<file path="src/rtl/wb_rom_bridge_if.sv">
// Wishbone classic slave bundle for the program-store bridge.
// The master drives the request side and the slave returns the acknowledge and read data.
interface wb_rom_bridge_if;
    logic        wbs_cyc_i;
    logic        wbs_stb_i;
    logic        wbs_we_i;
    logic [3:0]  wbs_sel_i;
    logic [31:0] wbs_adr_i;
    logic [31:0] wbs_dat_i;
    logic        wbs_ack_o;
    logic [31:0] wbs_dat_o;

    modport slave (
        input  wbs_cyc_i, wbs_stb_i, wbs_we_i, wbs_sel_i, wbs_adr_i, wbs_dat_i,
        output wbs_ack_o, wbs_dat_o
    );

    modport master (
        output wbs_cyc_i, wbs_stb_i, wbs_we_i, wbs_sel_i, wbs_adr_i, wbs_dat_i,
        input  wbs_ack_o, wbs_dat_o
    );
endinterface

</file>
<file path="src/rtl/wb_rom_bridge.sv">
// Wishbone slave bridging bus cycles onto OpenRAM port 0 of the program store, plus a
// control register that holds the core in reset while firmware loads the image.
module wb_rom_bridge #(
    parameter logic [31:0] BASE_ADDR = 32'h3000_0000,
    parameter int unsigned ADDR_BITS = 9,
    parameter int unsigned READ_WAIT = 0
) (
    input  logic                 wb_clk_i,
    input  logic                 wb_rst_n,
    wb_rom_bridge_if.slave       wbs,
    output logic                 wb_rom_csb,
    output logic                 wb_rom_web,
    output logic [ADDR_BITS-1:0] wb_rom_adrb,
    input  logic [31:0]          wb_rom_val,
    output logic                 cpu_hold_o
);

    localparam int unsigned CntW = (READ_WAIT > 0) ? $clog2(READ_WAIT + 1) : 1;
    localparam logic [CntW-1:0] WaitInit = CntW'(READ_WAIT);

    typedef enum logic [1:0] {StIdle, StAccess, StWait, StAck} state_e;

    state_e                 r_state;
    logic [CntW-1:0]        r_wait_cnt;
    logic                   r_csb;
    logic                   r_web;
    logic [ADDR_BITS-1:0]   r_adrb;
    logic                   r_ack;
    logic [31:0]            r_dat_o;
    logic                   r_cpu_hold;
    logic                   r_wp;

    logic                   w_hit;
    logic                   w_req;
    logic                   w_is_ctrl;
    logic [ADDR_BITS-1:0]   w_word;
    logic [31:0]            w_ctrl_val;
    logic                   w_unused;

    assign w_hit      = (wbs.wbs_adr_i[31:12] == BASE_ADDR[31:12]);
    assign w_req      = wbs.wbs_cyc_i & wbs.wbs_stb_i & w_hit;
    assign w_is_ctrl  = wbs.wbs_adr_i[11];
    assign w_word     = wbs.wbs_adr_i[ADDR_BITS+1:2];
    assign w_ctrl_val = {30'b0, r_wp, r_cpu_hold};
    // SRAM din0/wmask0 are wired straight from the bus outside this block.
    assign w_unused   = ^{wbs.wbs_dat_i[31:2], wbs.wbs_sel_i[3:1], wbs.wbs_adr_i[1:0]};

    always_ff @(posedge wb_clk_i or negedge wb_rst_n) begin
        if (!wb_rst_n) begin
            r_state    <= StIdle;
            r_wait_cnt <= '0;
            r_csb      <= 1'b1;
            r_web      <= 1'b1;
            r_adrb     <= '0;
            r_ack      <= 1'b0;
            r_dat_o    <= '0;
            r_cpu_hold <= 1'b1;
            r_wp       <= 1'b0;
        end else begin
            case (r_state)
                StIdle: begin
                    if (w_req) begin
                        if (w_is_ctrl) begin
                            if (wbs.wbs_we_i) begin
                                if (wbs.wbs_sel_i[0]) begin
                                    r_cpu_hold <= wbs.wbs_dat_i[0];
                                    r_wp       <= wbs.wbs_dat_i[1];
                                end
                            end else begin
                                r_dat_o <= w_ctrl_val;
                            end
                            r_ack   <= 1'b1;
                            r_state <= StAck;
                        end else begin
                            r_adrb <= w_word;
                            if (wbs.wbs_we_i && r_wp) begin
                                // Protected write: acknowledged but never strobed.
                                r_ack   <= 1'b1;
                                r_state <= StAck;
                            end else begin
                                r_csb   <= 1'b0;
                                r_web   <= ~wbs.wbs_we_i;
                                r_state <= StAccess;
                            end
                        end
                    end
                end
                StAccess: begin
                    r_csb <= 1'b1;
                    r_web <= 1'b1;
                    if (!wbs.wbs_cyc_i) begin
                        r_state <= StIdle;
                    end else if (!r_web) begin
                        r_ack   <= 1'b1;
                        r_state <= StAck;
                    end else begin
                        r_wait_cnt <= WaitInit;
                        r_state    <= StWait;
                    end
                end
                StWait: begin
                    if (!wbs.wbs_cyc_i) begin
                        r_state <= StIdle;
                    end else if (r_wait_cnt == '0) begin
                        r_dat_o <= wb_rom_val;
                        r_ack   <= 1'b1;
                        r_state <= StAck;
                    end else begin
                        r_wait_cnt <= r_wait_cnt - 1'b1;
                    end
                end
                StAck: begin
                    r_ack   <= 1'b0;
                    r_state <= StIdle;
                end
                default: r_state <= StIdle;
            endcase
        end
    end

    assign wbs.wbs_ack_o = r_ack;
    assign wbs.wbs_dat_o = r_dat_o;
    assign wb_rom_csb    = r_csb;
    assign wb_rom_web    = r_web;
    assign wb_rom_adrb   = r_adrb;
    assign cpu_hold_o    = r_cpu_hold;

endmodule
</file>
<file path="src/flat_wrapper.sv">
// flat-port wrapper written by rule: the top's interface ports become plain ports
module wb_rom_bridge_flat 
#(
    parameter logic [31:0] BASE_ADDR = 32'h3000_0000,
    parameter int unsigned ADDR_BITS = 9,
    parameter int unsigned READ_WAIT = 0
)
  (wb_clk_i, wb_rst_n, wb_rom_csb, wb_rom_web, wb_rom_adrb, wb_rom_val, cpu_hold_o, wbs_wbs_cyc_i, wbs_wbs_stb_i, wbs_wbs_we_i, wbs_wbs_sel_i, wbs_wbs_adr_i, wbs_wbs_dat_i, wbs_wbs_ack_o, wbs_wbs_dat_o);
  wb_rom_bridge_if wbs_i ();
  input  logic wb_clk_i;
  input  logic wb_rst_n;
  output logic wb_rom_csb;
  output logic wb_rom_web;
  output logic [ADDR_BITS-1:0] wb_rom_adrb;
  input  logic [31:0] wb_rom_val;
  output logic cpu_hold_o;
  input wire logic [$bits(wbs_i.wbs_cyc_i)-1:0] wbs_wbs_cyc_i;
  input wire logic [$bits(wbs_i.wbs_stb_i)-1:0] wbs_wbs_stb_i;
  input wire logic [$bits(wbs_i.wbs_we_i)-1:0] wbs_wbs_we_i;
  input wire logic [$bits(wbs_i.wbs_sel_i)-1:0] wbs_wbs_sel_i;
  input wire logic [$bits(wbs_i.wbs_adr_i)-1:0] wbs_wbs_adr_i;
  input wire logic [$bits(wbs_i.wbs_dat_i)-1:0] wbs_wbs_dat_i;
  output wire logic [$bits(wbs_i.wbs_ack_o)-1:0] wbs_wbs_ack_o;
  output wire logic [$bits(wbs_i.wbs_dat_o)-1:0] wbs_wbs_dat_o;
  assign wbs_i.wbs_cyc_i = wbs_wbs_cyc_i;
  assign wbs_i.wbs_stb_i = wbs_wbs_stb_i;
  assign wbs_i.wbs_we_i = wbs_wbs_we_i;
  assign wbs_i.wbs_sel_i = wbs_wbs_sel_i;
  assign wbs_i.wbs_adr_i = wbs_wbs_adr_i;
  assign wbs_i.wbs_dat_i = wbs_wbs_dat_i;
  assign wbs_wbs_ack_o = wbs_i.wbs_ack_o;
  assign wbs_wbs_dat_o = wbs_i.wbs_dat_o;
  wb_rom_bridge #(.BASE_ADDR(BASE_ADDR), .ADDR_BITS(ADDR_BITS), .READ_WAIT(READ_WAIT)) u_core (.wb_clk_i(wb_clk_i), .wb_rst_n(wb_rst_n), .wbs(wbs_i), .wb_rom_csb(wb_rom_csb), .wb_rom_web(wb_rom_web), .wb_rom_adrb(wb_rom_adrb), .wb_rom_val(wb_rom_val), .cpu_hold_o(cpu_hold_o));
endmodule
</file>
<file path="config.mk">
export PLATFORM = sky130hd
export DESIGN_NAME = wb_rom_bridge_flat
export DESIGN_NICKNAME = d
export VERILOG_FILES = /design/src/rtl/wb_rom_bridge_if.sv /design/src/rtl/wb_rom_bridge.sv /design/src/flat_wrapper.sv
export SDC_FILE = /design/constraint.sdc
export NUM_CORES = 1
export LEC_CHECK = 0
export ABC_AREA = 0
export CAP_MARGIN = 20
export CORE_ASPECT_RATIO = 0.5
export CORE_UTILIZATION = 32
export CTS_BUF_LIST = sky130_fd_sc_hd__clkbuf_8
export CTS_CLUSTER_DIAMETER = 100
export DETAILED_ROUTE_END_ITERATION = 8
export GPL_TIMING_DRIVEN = 0
export HOLD_SLACK_MARGIN = 0.03
export MAX_ROUTING_LAYER = met4
export PLACE_DENSITY = 0.87
export RECOVER_POWER = 25
export SETUP_SLACK_MARGIN = 0.4
export SYNTH_ARGS = -nofsm -noshare
export SYNTH_HDL_FRONTEND = slang
export SYNTH_SLANG_ARGS = --single-unit
</file>
<file path="constraint.sdc">
create_clock -name wb_clk_i -period 1.71 [get_ports wb_clk_i]
set_input_delay 0.171 -clock wb_clk_i [delete_from_list [all_inputs] [get_ports wb_clk_i]]
set_output_delay 0.171 -clock wb_clk_i [all_outputs]
set_load 0.05 [all_outputs]
</file>
==> metrics.txt, run 1 <==
status=finished, violations left; violated checks=negative setup slack; layout cells sized above 1=0.478; initial antenna violation count=0; CTS tree=done; post-synthesis cell area=2050 um2; Final WS setup=-0.00986 ns; gr ovfl total=0; Die Area=6760 um2; most common cell after layout, fill and taps aside=nand2_1; skew final=0.0105 ns; Starting DRT DRC Count=103; Final Cycle Share=1.01; largest net degree at the start of global routing=38; Peak Freq=581 MHz; drt total wl=8760 um; Nets=466; WP data required=1.90 ns; sequential element share of the synthesized area=0.587; clock tree root driver cell=clkbuf_8; core box area=6130 um2; clock power share=0.326; synthesized net count=316; Post-DRT Antenna Nets=0; pwr/cell area=485 nW/um2; WL per Instance=19.5 um; DR vias=2336; Placement Rows=20; 1st-pass router iterations=4; Max Cap Viol=0; most frequent cells in the layout=61 x nand2_1, 46 x clkdlybuf4s50_1, 45 x dfrtp_1, 41 x clkdlybuf4s15_2, 27 x o21ai_2; global-route wire length before repair=12400 um; worst reg2reg setup slack=-0.01 ns; largest vdd supply drop=0.432 mV; ys async rst share=1.00; Seq cells post-synth=48; CTS Sinks=48; Pins Over Slew Limit=0; layout overhead on the synthesized area=100%; Combinational Power Share=0.106; switching share of power=0.227; Crit-path slowest cell=dfrtp_1; Worst setup SP type=flop; Synth Warn #=0; HPWL after DPL=4850 um; Initial Util=0.335; Hold Slack=0.296 ns; total power=2000 uW; minimum clock period=1.72 ns; final hold viol count=0; die width=115 um; CP max FO=6; CP cell instances=clkbuf_8, nor2_4, inv_4, nor4_4, buf_6, buf_6, nor3_1, nor3_1; RSZ-0062 raised after global routing=yes; Post-Syn Instances=211; Cell Int Power=1540 uW; crit path kind=reg -> reg; GP Congestion=0.766; Slew @ Worst Pin=0.656 ns; Overall Global Routing Usage=0.252; non-filler cells, final=450; die height=58.6 um; Arrival @ worst endpoint=1.91 ns; DR vias/cell=5.19; Worst setup EP type=flop; main flop type after synthesis=dfrtp_1; post-layout util=0.671; H-tree levels=2; number of setup violations in the final report=1; Top delay family on crit path=simple AND/OR/NAND/NOR gates; clock insertion delay at the later pin of the skew report=0.30 ns; DRC=0; CTS Buffer Depth=2; antenna fix cells=0; placed cell count=414; Seq pwr share=0.568; NetSw=452 uW; Relative slew margins=0.563; IO Pins=150; Hold WC Path Type=in -> reg; cts bufs inserted=5; slowest stage delay, CP=0.40 ns; Post-synth EDFFs=0; vias in the first global route=2529; pre-CTS WS=-0.766 ns; worst path bufs/invs=4; post-synthesis cell type count=26; IO Port Bufs=114; clock transition at the registers of the reported paths=0.09 ns; Pleak=0.00176 uW; Mean Syn Cell Area=9.73 um2
## metal layers
metal | wire length, um | part of all wire | global-route usage | vias up
met5 | 0 | 0 | - | -
met4 | 459 | 0.052 | 0.167 | 0
met3 | 435 | 0.050 | 0.0453 | 50
met2 | 4440 | 0.51 | 0.456 | 108
met1 | 3430 | 0.39 | 0.259 | 1167
li1 | - | - | - | 1011
## what timing repair did
item / in CTS / in global routing
hold endpoints to repair: 11 / 0
cloned: 4 / 0
pin swaps: 41 / 8
endpoints found under the setup margin: 93 / 51
resized for setup: 308 / 47
hold buffers: 1 / 0
setup buffers: 20 / 3
## worst min-delay path: stages
cell and delay, ns:
buf_2 0.15, nand2_2 0.13, a31oi_4 0.09
## worst paths after layout
kind / cells past startpoint / to / from
min in group asynchronous: 2 / u_core.r_state[0]$_DFFE_PN0P_ / wb_rst_n
max in group asynchronous: 3 / u_core.wb_rom_csb$_DFFE_PN1P_ / wb_rst_n
worst min register to register: 2 / u_core.wb_rom_csb$_DFFE_PN1P_ / u_core.wb_rom_csb$_DFFE_PN1P_
worst min-delay path: 3 / u_core.wbs.wbs_ack_o$_DFFE_PN0P_ / wbs_wbs_cyc_i
worst max-delay path: 8 / u_core.wbs.wbs_dat_o[1]$_DFFE_PN0P_ / u_core.r_state[1]$_DFFE_PN0P_
worst max register to register: 8 / u_core.wbs.wbs_dat_o[1]$_DFFE_PN0P_ / u_core.r_state[1]$_DFFE_PN0P_
## through the flow
step	setup TNS, ns	cell area, um2
floorplan	-0.437	2100
global placement	-62.37	3350
detailed placement	-30.73	3360
CTS	0	3960
global route	-0.0452	4120
finish	-0.00986	4120
## power groups by stage
stage / Combinational, uW / Sequential [uW] / Clock [uW]
2_1_floorplan: 15.0 / 1160 / 0
3_3_place_gp: 205 / 1160 / 0
3_5_place_dp: 214 / 1160 / 0
4_1_cts: 210 / 1130 / 644
5_1_grt: 225 / 1130 / 707
6_report: 212 / 1130 / 651
## logic make-up (layout without fill, tap and decap cells)
| group | Yosys count | count (layout) | share of synthesized area |
|---|---|---|---|
| flip-flops | 48 | 48 | 0.587 |
| buffers and inverters | 15 | 166 | 0.0274 |
| multiplexers | 11 | 11 | 0.0603 |
| AO/OA/AOI/OAI | 43 | 43 | 0.112 |
| AND/OR/NAND/NOR | 94 | 94 | 0.213 |
## synth_stat cells (2+ instances only)
cell	count	area [um2]
a21oi_1	3	15.0
a31oi_1	2	12.5
and4bb_2	2	25.0
clkbuf_1	11	41.3
dfrtp_1	45	1130
dfstp_2	3	78.8
inv_1	4	15.0
mux2_2	11	124
nand2_1	63	236
nand3_1	3	15.0
nor2_1	6	22.5
nor2b_1	3	18.8
nor3_1	6	30.0
nor4_1	4	25.0
o21ai_0	32	160
o31ai_1	3	22.5
## state kept, by name (all words and copies together), names as in the netlist
signal                flops
u_core.cpu_hold_o         1
u_core.wb_rom_web         1
u_core.r_state            2
u_core.r_wp               1
u_core.wbs.wbs_dat_o     32
u_core.wbs.wbs_ack_o      1
u_core.wb_rom_csb         1
u_core.wb_rom_adrb        9
## cell type report
cell class / instances / area, um2
fillers: 408 / 2020
repair buffers: 143 / 1450
flip-flops and latches: 48 / 1200
multi-input cells: 148 / 1140
plain buffers: 11 / 110
well taps: 88 / 110
clock buffers: 5 / 68.8
inverters: 4 / 17.5
clock inverters: 3 / 11.3
No activity file was read; power rests on OpenSTA's default activity.
==> run 2: changes to the inputs <==
--- a/config.mk
+++ b/config.mk
@@ -6,7 +6,7 @@
 export NUM_CORES = 1
 export LEC_CHECK = 0
 export ABC_AREA = 0
-export CAP_MARGIN = 20
+export CAP_MARGIN = 25
 export CORE_ASPECT_RATIO = 0.5
 export CORE_UTILIZATION = 32
 export CTS_BUF_LIST = sky130_fd_sc_hd__clkbuf_8
==> results of run 2 <==
Final layout, timing and power as in run 1 (identical DEF).
==> run 3: changes to the inputs <==
--- a/config.mk
+++ b/config.mk
@@ -5,19 +5,19 @@
 export SDC_FILE = /design/constraint.sdc
 export NUM_CORES = 1
 export LEC_CHECK = 0
-export ABC_AREA = 0
+export ABC_AREA = 1
 export CAP_MARGIN = 25
 export CORE_ASPECT_RATIO = 0.5
-export CORE_UTILIZATION = 32
+export CORE_UTILIZATION = 34
 export CTS_BUF_LIST = sky130_fd_sc_hd__clkbuf_8
 export CTS_CLUSTER_DIAMETER = 100
 export DETAILED_ROUTE_END_ITERATION = 8
 export GPL_TIMING_DRIVEN = 0
 export HOLD_SLACK_MARGIN = 0.03
 export MAX_ROUTING_LAYER = met4
-export PLACE_DENSITY = 0.87
+export PLACE_DENSITY = 0.86
 export RECOVER_POWER = 25
-export SETUP_SLACK_MARGIN = 0.4
+export SETUP_SLACK_MARGIN = 0.02
 export SYNTH_ARGS = -nofsm -noshare
 export SYNTH_HDL_FRONTEND = slang
 export SYNTH_SLANG_ARGS = --single-unit
==> run 3 against run 2 <==
  * The run now ends clean
  * Wire length shrank 25%
  * Via count grew 5.9%
  * Register-to-register slack gained 0.14 ns
  * Fmax grew 4.5%
  * First-iteration DRC count grew 50%
  * Worst setup slack gained 0.073 ns
  * Cell count grew 21%
  * Power grew to 2.7 times the previous value
  * Sequential share of layout area grew 2.4 points
  * Combinational power grew to 15 times the previous value
  * Count of clock-buffer cells in the layout grew 1
  * Core utilization shrank 11 points
  * Critical path type is now reg -> out
  * Largest power group is now combinational logic
==> metrics.txt, run 3 <==
Post-DRT Antenna Nets=0 (unchanged); met2 WL=3350 um (was 4440 um); Arrival @ worst endpoint=1.48 ns (was 1.91 ns); main flop type after synthesis=dfrtp_1 (unchanged); CTS tree=done (unchanged); Mean Syn Cell Area=7.36 um2 (was 9.73 um2); vias in the first global route=2312 (was 2529); Synth Warn #=0 (unchanged); DR vias/cell=4.55 (was 5.19); crit path kind=reg -> out (was reg -> reg); clock transition at the registers of the reported paths=0.09 ns (about the same); pwr/cell area=1410 nW/um2 (was 485 nW/um2); Combinational Power Share=0.576 (was 0.106); met3 wire len=217 um (was 435 um); Starting DRT DRC Count=154 (was 103); Max Cap Viol=0 (unchanged); Die Area=7400 um2 (was 6760 um2); most frequent cells in the layout=113 x nand2_1, 102 x clkdlybuf4s50_1, 45 x nor2_1, 43 x dfrtp_1, 37 x inv_1 (was 61 x nand2_1, 46 x clkdlybuf4s50_1, 45 x dfrtp_1, 41 x clkdlybuf4s15_2, 27 x o21ai_2); Post-Syn Instances=325 (was 211); switching share of power=0.487 (was 0.227); gr ovfl total=0 (unchanged); top sig layer=met4 (unchanged); CTS Buffer Depth=2 (unchanged); CTS Sinks=48 (unchanged); largest vdd supply drop=0.626 mV (was 0.432 mV); Slew @ Worst Pin=0.602 ns (was 0.656 ns); IO Pins=150 (unchanged); sequential element share of the synthesized area=0.504 (was 0.587); layout overhead on the synthesized area=59.4% (was 100%); Peak Freq=607 MHz (was 581 MHz); register area=1210 um2 (was 1200 um2); layout cells sized above 1=0.0820 (was 0.478); post-synthesis cell type count=17 (was 26); final hold viol count=0 (unchanged); post-layout util=0.565 (was 0.671); skew final=0.00649 ns (was 0.0105 ns); Seq pwr share=0.295 (was 0.568); Synth area leader=dfrtp_1 (unchanged); cts bufs inserted=5 (unchanged); 1st-pass router iterations=4 (unchanged); Worst setup SP type=flop (unchanged); clock tree root driver cell=clkbuf_8 (unchanged); Placement Rows=21 (was 20); Pins Over Slew Limit=0 (unchanged); Initial Util=0.354 (was 0.335); WP data required=1.54 ns (was 1.90 ns); setup TNS=0 ns (was -0.00986 ns); Cell Int Power=2760 uW (was 1540 uW); total power=5380 uW (was 2000 uW); fill count=588 (was 408); HPWL after DPL=4880 um (was 4850 um); core box area=6750 um2 (was 6130 um2); most common cell after layout, fill and taps aside=nand2_1 (unchanged); worst path bufs/invs=1 (was 4); Hold WC Path Type=in -> reg (unchanged); clock power share=0.129 (was 0.326); DR vias=2473 (was 2336); Pleak=0.00209 uW (was 0.00176 uW); drt total wl=6620 um (was 8760 um); Multi-input gate area=966 um2 (was 1140 um2); synth top area cells=dfrtp_1 47%, nand2_1 18%, nand4_1 8.9%, nor2_1 7.2%, inv_1 5.8% (was dfrtp_1 55%, nand2_1 12%, o21ai_0 7.8%, mux2_2 6.0%, dfstp_2 3.8%); Overall Global Routing Usage=0.190 (was 0.252); post-synth top area share=0.471 (was 0.548); global-route wire length before repair=10700 um (was 12400 um); IO Port Bufs=114 (unchanged); pre-CTS WS=-0.249 ns (was -0.766 ns); WL per Instance=12.2 um (was 19.5 um); most common cell in the netlist=nand2_1 (unchanged); CP max FO=2 (was 6); initial antenna violation count=0 (unchanged); CP cell instances=clkdlybuf4s50_1 (was clkbuf_8, nor2_4, inv_4, nor4_4, buf_6, buf_6, nor3_1, nor3_1); minimum clock period=1.65 ns (was 1.72 ns); RSZ-0062 raised after global routing=no (was yes); post-place instance area=3670 um2 (was 3360 um2); Final Cell Area=3810 um2 (was 4120 um2); Worst setup EP type=primary output (was flop); clock insertion delay at the later pin of the skew report=0.30 ns (about the same); most instantiated cells after synthesis=114 x nand2_1, 46 x nor2_1, 45 x dfrtp_1, 37 x inv_1, 34 x nand4_1 (was 63 x nand2_1, 45 x dfrtp_1, 32 x o21ai_0, 11 x clkbuf_1, 11 x mux2_2); GP Congestion=0.864 (was 0.766); die height=61.3 um (was 58.6 um); WL met1=2990 um (was 3430 um); Relative slew margins=0.599 (was 0.563); number of setup violations in the final report=0 (was 1); Final Cycle Share=0.963 (was 1.01); status=finished clean (was finished, violations left); Crit-path slowest cell=clkdlybuf4s50_1 (was dfrtp_1); antenna fix cells=0 (unchanged); DRC=0 (unchanged); ys async rst share=1.00 (unchanged); post-synthesis cell area=2390 um2 (was 2050 um2); largest net degree at the start of global routing=26 (was 38); Final WS setup=0.0636 ns (was -0.00986 ns); slowest stage delay, CP=0.82 ns (was 0.40 ns); Largest register FFs=32 (unchanged); die width=121 um (was 115 um); synthesized net count=430 (was 316); Post-synth EDFFs=0 (unchanged); NetSw=2620 uW (was 452 uW); Nets=555 (was 466); Top delay family on crit path=buffers and inverters (was simple AND/OR/NAND/NOR gates); Seq cells post-synth=48 (unchanged); H-tree levels=2 (unchanged)
==> run 3: cell count changes after synthesis, sizes merged, moves of 16 or more <==
| cell | previous run | this run |
|---|---|---|
| inv | 4 | 40 |
| nand2 | 63 | 115 |
| o21ai | 33 | 2 |
| nor2 | 6 | 46 |
| nand3 | 3 | 19 |
| nand4 | 1 | 34 |
==> run 3: timing repair <==
item                                   CTS  global route
hold buffers                             1             0
gates resized for setup                  5            24
setup endpoints to repair               17            51
setup buffers                            0             2
endpoints found under the hold margin   24             0
pin swaps                                0             2
==> run 3: cells by family after synthesis <==
family,count (synthesis),share of synthesized area
AOI/OAI and AO/OA,4,0.00837
and+or+nand+nor,215,0.391
buffers and inverters,58,0.0968
DFF,48,0.504
==> run 3: metal layers <==
layer	vias up	global-route usage
li1	1269	-
met1	1141	0.231
met2	55	0.341
met3	8	0.0296
met4	0	0.0459
met5	-	-
==> run 3: cell type report <==
class	count	share of cell area
clock buffer	6	0.0217
clock inverter	2	0.00263
sequential	48	0.317
inverter	41	0.0404
tap	92	0.0302
multi-input combinational	219	0.253
timing repair buffer	118	0.310
buffer	17	0.0249
==> run 3: power by group through the flow <==
stage	combinational, uW	clock (uW)	sequential [uW]
final	3100	691	1590
after global routing	3330	762	1620
after global placement	2940	0	1620
after detailed placement	2990	0	1620
after floorplan	1060	0	2510
after CTS	2990	707	1600
==> run 3: path summary, 6_finish.rpt <==
| check | cells after the start | endpoint | slack [ns] | from |
|---|---|---|---|---|
| min in group asynchronous | 2 | u_core.wbs.wbs_dat_o[5]$_DFFE_PN0P_ | 0.41 | wb_rst_n |
| worst max register to register | 8 | u_core.wbs.wbs_dat_o[15]$_DFFE_PN0P_ | 0.13 | u_core.r_state[1]$_DFFE_PN0P_ |
| worst min register to register | 2 | u_core.wbs.wbs_dat_o[13]$_DFFE_PN0P_ | 0.47 | u_core.wbs.wbs_dat_o[13]$_DFFE_PN0P_ |
| max in group asynchronous | 3 | u_core.r_state[0]$_DFFE_PN0P_ | 0.28 | wb_rst_n |
| worst max-delay path | 1 | wbs_wbs_dat_o[1] | 0.06 | u_core.wbs.wbs_dat_o[1]$_DFFE_PN0P_ |
| worst min-delay path | 3 | u_core.cpu_hold_o$_DFFE_PN1P_ | 0.38 | wbs_wbs_dat_i[0] |
==> run 3: through the flow <==
stage | std cells | hold WS (ns)
after floorplan | 325 | -0.125
after global placement | 531 | 0.453
after detailed placement | 532 | 0.212
after CTS | 541 | 0.378
after global routing | 543 | 0.404
final | 543 | 0.381
==> run 3: worst register-to-register path, cell delays in order, from the launching register on <==
cell and delay (ns):
dfrtp_2 0.39, inv_2 0.06, nand2_2 0.13, nor2_1 0.10, nor3_4 0.27, nand3_2 0.17, buf_4 0.21, nand2_1 0.08
nand2_1 0.06
==> edit: new RTL, flow settings as in run 2 <==
`ADDR_BITS` is set to 9 in 2 places; all go to 7.
--- a/src/rtl/wb_rom_bridge.sv
+++ b/src/rtl/wb_rom_bridge.sv
@@ -2,7 +2,7 @@
 // control register that holds the core in reset while firmware loads the image.
 module wb_rom_bridge #(
     parameter logic [31:0] BASE_ADDR = 32'h3000_0000,
-    parameter int unsigned ADDR_BITS = 9,
+    parameter int unsigned ADDR_BITS = 7,
     parameter int unsigned READ_WAIT = 0
 ) (
     input  logic                 wb_clk_i,
--- a/src/flat_wrapper.sv
+++ b/src/flat_wrapper.sv
@@ -2,7 +2,7 @@
 module wb_rom_bridge_flat 
 #(
     parameter logic [31:0] BASE_ADDR = 32'h3000_0000,
-    parameter int unsigned ADDR_BITS = 9,
+    parameter int unsigned ADDR_BITS = 7,
     parameter int unsigned READ_WAIT = 0
 )
   (wb_clk_i, wb_rst_n, wb_rom_csb, wb_rom_web, wb_rom_adrb, wb_rom_val, cpu_hold_o, wbs_wbs_cyc_i, wbs_wbs_stb_i, wbs_wbs_we_i, wbs_wbs_sel_i, wbs_wbs_adr_i, wbs_wbs_dat_i, wbs_wbs_ack_o, wbs_wbs_dat_o);
Ports: changed (resized wb_rom_adrb); port bits go from 150 to 148. No check against the original RTL was run, so the function may have changed too.
==> edit against run 2 <==
  * Critical path depth shrank 1
  * Register-to-register slack gained 0.18 ns
  * Sequential cell count shrank 2
  * Combinational power shrank 3%
  * Synthesized cell count shrank 1.9%
  * Via count shrank 9.3%
  * Design area shrank 8.8%
  * Total power grew 6.8%
  * Area after synthesis shrank 1.9%
  * Routed wire length shrank 16%
  * Worst setup slack gained 0.13 ns
  * First-iteration DRC count shrank 3.9%
  * Largest power group unchanged
==> edit: results (changes against run 2) <==
* Worst R2R Start: u_core.r_state[0]
* Synth cell types at 31 (+19%)
* Global-route wire length before repair at 11.1 mm (-10%)
* Static leakage at 1.61 nW (-8.5%)
* Share of cells above drive strength 1 at 37.8% (-10 points)
* Nets@finish at 443 (-4.9%)
* Placed Cells at 402 (-2.9%)
* WL final at 7.33 mm (-16%)
* Post-synth top cells: 65 x nand2_1, 43 x dfrtp_1, 33 x o21ai_0, 9 x mux2_2, 7 x clkbuf_1
* Largest net degree at the start of global routing at 35 (-7.9%)
* Placer Congestion at 0.814 (+6.3%)
* Row count at 19 (-5.0%)
* R2r worst-path depth at 6 (-2)
* Setup WS pre-CTS at -0.492 ns (+0.274 ns)
* Register area at 0.00115 mm2 (-4.2%)
* CP max FO at 7 (+1)
* Fill cells at 389 (-4.7%)
* Worst setup path endpoint: u_core.wb_rom_adrb[5]
* Inverters at 2 (-2)
* Layout Cells excl Fill at 423 (-6.0%)
* VDD IR max at 0.000337 V (-22%)
* Buffer share of cell area at 36.4% (-1.5 points)
* Largest register FFs at 32 (unchanged)
* Final worst slack at 0.118 ns (+0.128 ns)
* DR vias at 2118 (-9.3%)
* Seq cells post-synth at 46 (-4.2%)
* Worst r2r dst: u_core.wbs.wbs_dat_o[0]
* ClkCell Share at 3.10% (+1.2 points)
* Fraction of area in multi-input gates at 26.7% (-1.1 points)
* GRT Util Overall at 22.4% (-2.8 points)
* Non-clock buffer count at 135 (-12%)
* I/O Buffers at 110 (-3.5%)
* Worst Skew at 0.00793 ns (-0.00258 ns)
* Status: finished, final reports clean
* Syn nets at 312 (-1.3%)
* Crit path DAT at 1.78 ns (-0.13 ns)
* Detailed placement HPWL at 4.46 mm (-8.0%)
* Finished Core Util at 65.0% (-2.2 points)
* R2R setup slack at 0.17 ns (+0.18 ns)
* Area contributors post-synth: dfrtp_1 53%, nand2_1 12%, o21ai_0 8.2%
* Vias in the first global route at 2212 (-13%)
* Post-Synthesis Cells at 207 (-1.9%)
* Crit path launch: wbs_wbs_cyc_i
* Initial DRC count at 99 (-3.9%)
* Worst stage delay on the critical path at 0.30 ns (-0.10 ns)
* Sequential-to-total area share from yosys stat at 57.3% (-1.4 points)
* Clock buffers at 6 (+1)
* Worst slew pin tran at 0.786 ns (+0.131 ns)
edit: cell types whose count changed after synthesis, sizes merged, moves of 2 or more:
cell / change
a31oi: -2
dfrtp: -2
inv: -2
mux2: -2
nand2: +2
o21ai: +2
o31a: +2
edit: timing repair:
action	CTS	global route
buffers inserted	7	1
hold buffers	1	0
cloned	2	2
setup endpoints to repair	89	49
pin swaps	19	6
endpoints found under the hold margin	12	0
resized for setup	201	43
edit: worst min-delay path by stage:
stage	from	to	slack, ns	depth (start not counted)
2_1_floorplan	wb_rst_n	u_core.r_state[0]	-0.12	0
3_3_place_gp	u_core.wb_rom_csb	u_core.wb_rom_csb	0.49	2
3_5_place_dp	wb_rst_n	u_core.wbs.wbs_dat_o[12]	0.08	1
4_1_cts	wb_rst_n	u_core.wbs.wbs_dat_o[12]	0.30	2
5_1_grt	wb_rom_val[30]	u_core.wbs.wbs_dat_o[30]	0.40	3
6_report	wb_rom_val[13]	u_core.wbs.wbs_dat_o[13]	0.40	3
edit: cell families after synthesis:
kind of cell | count (synthesis) | synth area share, %
and+or+nand+nor | 95 | 23.0
DFF | 46 | 57.3
AOI/OAI and AO/OA | 44 | 11.9
buffers and inverters | 13 | 2.67
muxes | 9 | 5.03
edit: power breakdown:
part | internal (mW) | switching (mW) | total, mW
Sequential | 1.09 | 0.0000159 | 1.09
Clock | 0.471 | 0.371 | 0.842
Combinational | 0.132 | 0.0725 | 0.205
Total | 1.69 | 0.443 | 2.13
edit: per-layer routing:
layer	share of wire (%)	routed length [um]	vias up	global-route usage, %
met1	40	2940	1056	25.8
met4	2.1	153	0	7.42
met3	4.4	321	18	3.45
li1	-	-	964	-
met5	0	0	-	-
met2	53	3910	80	40.7
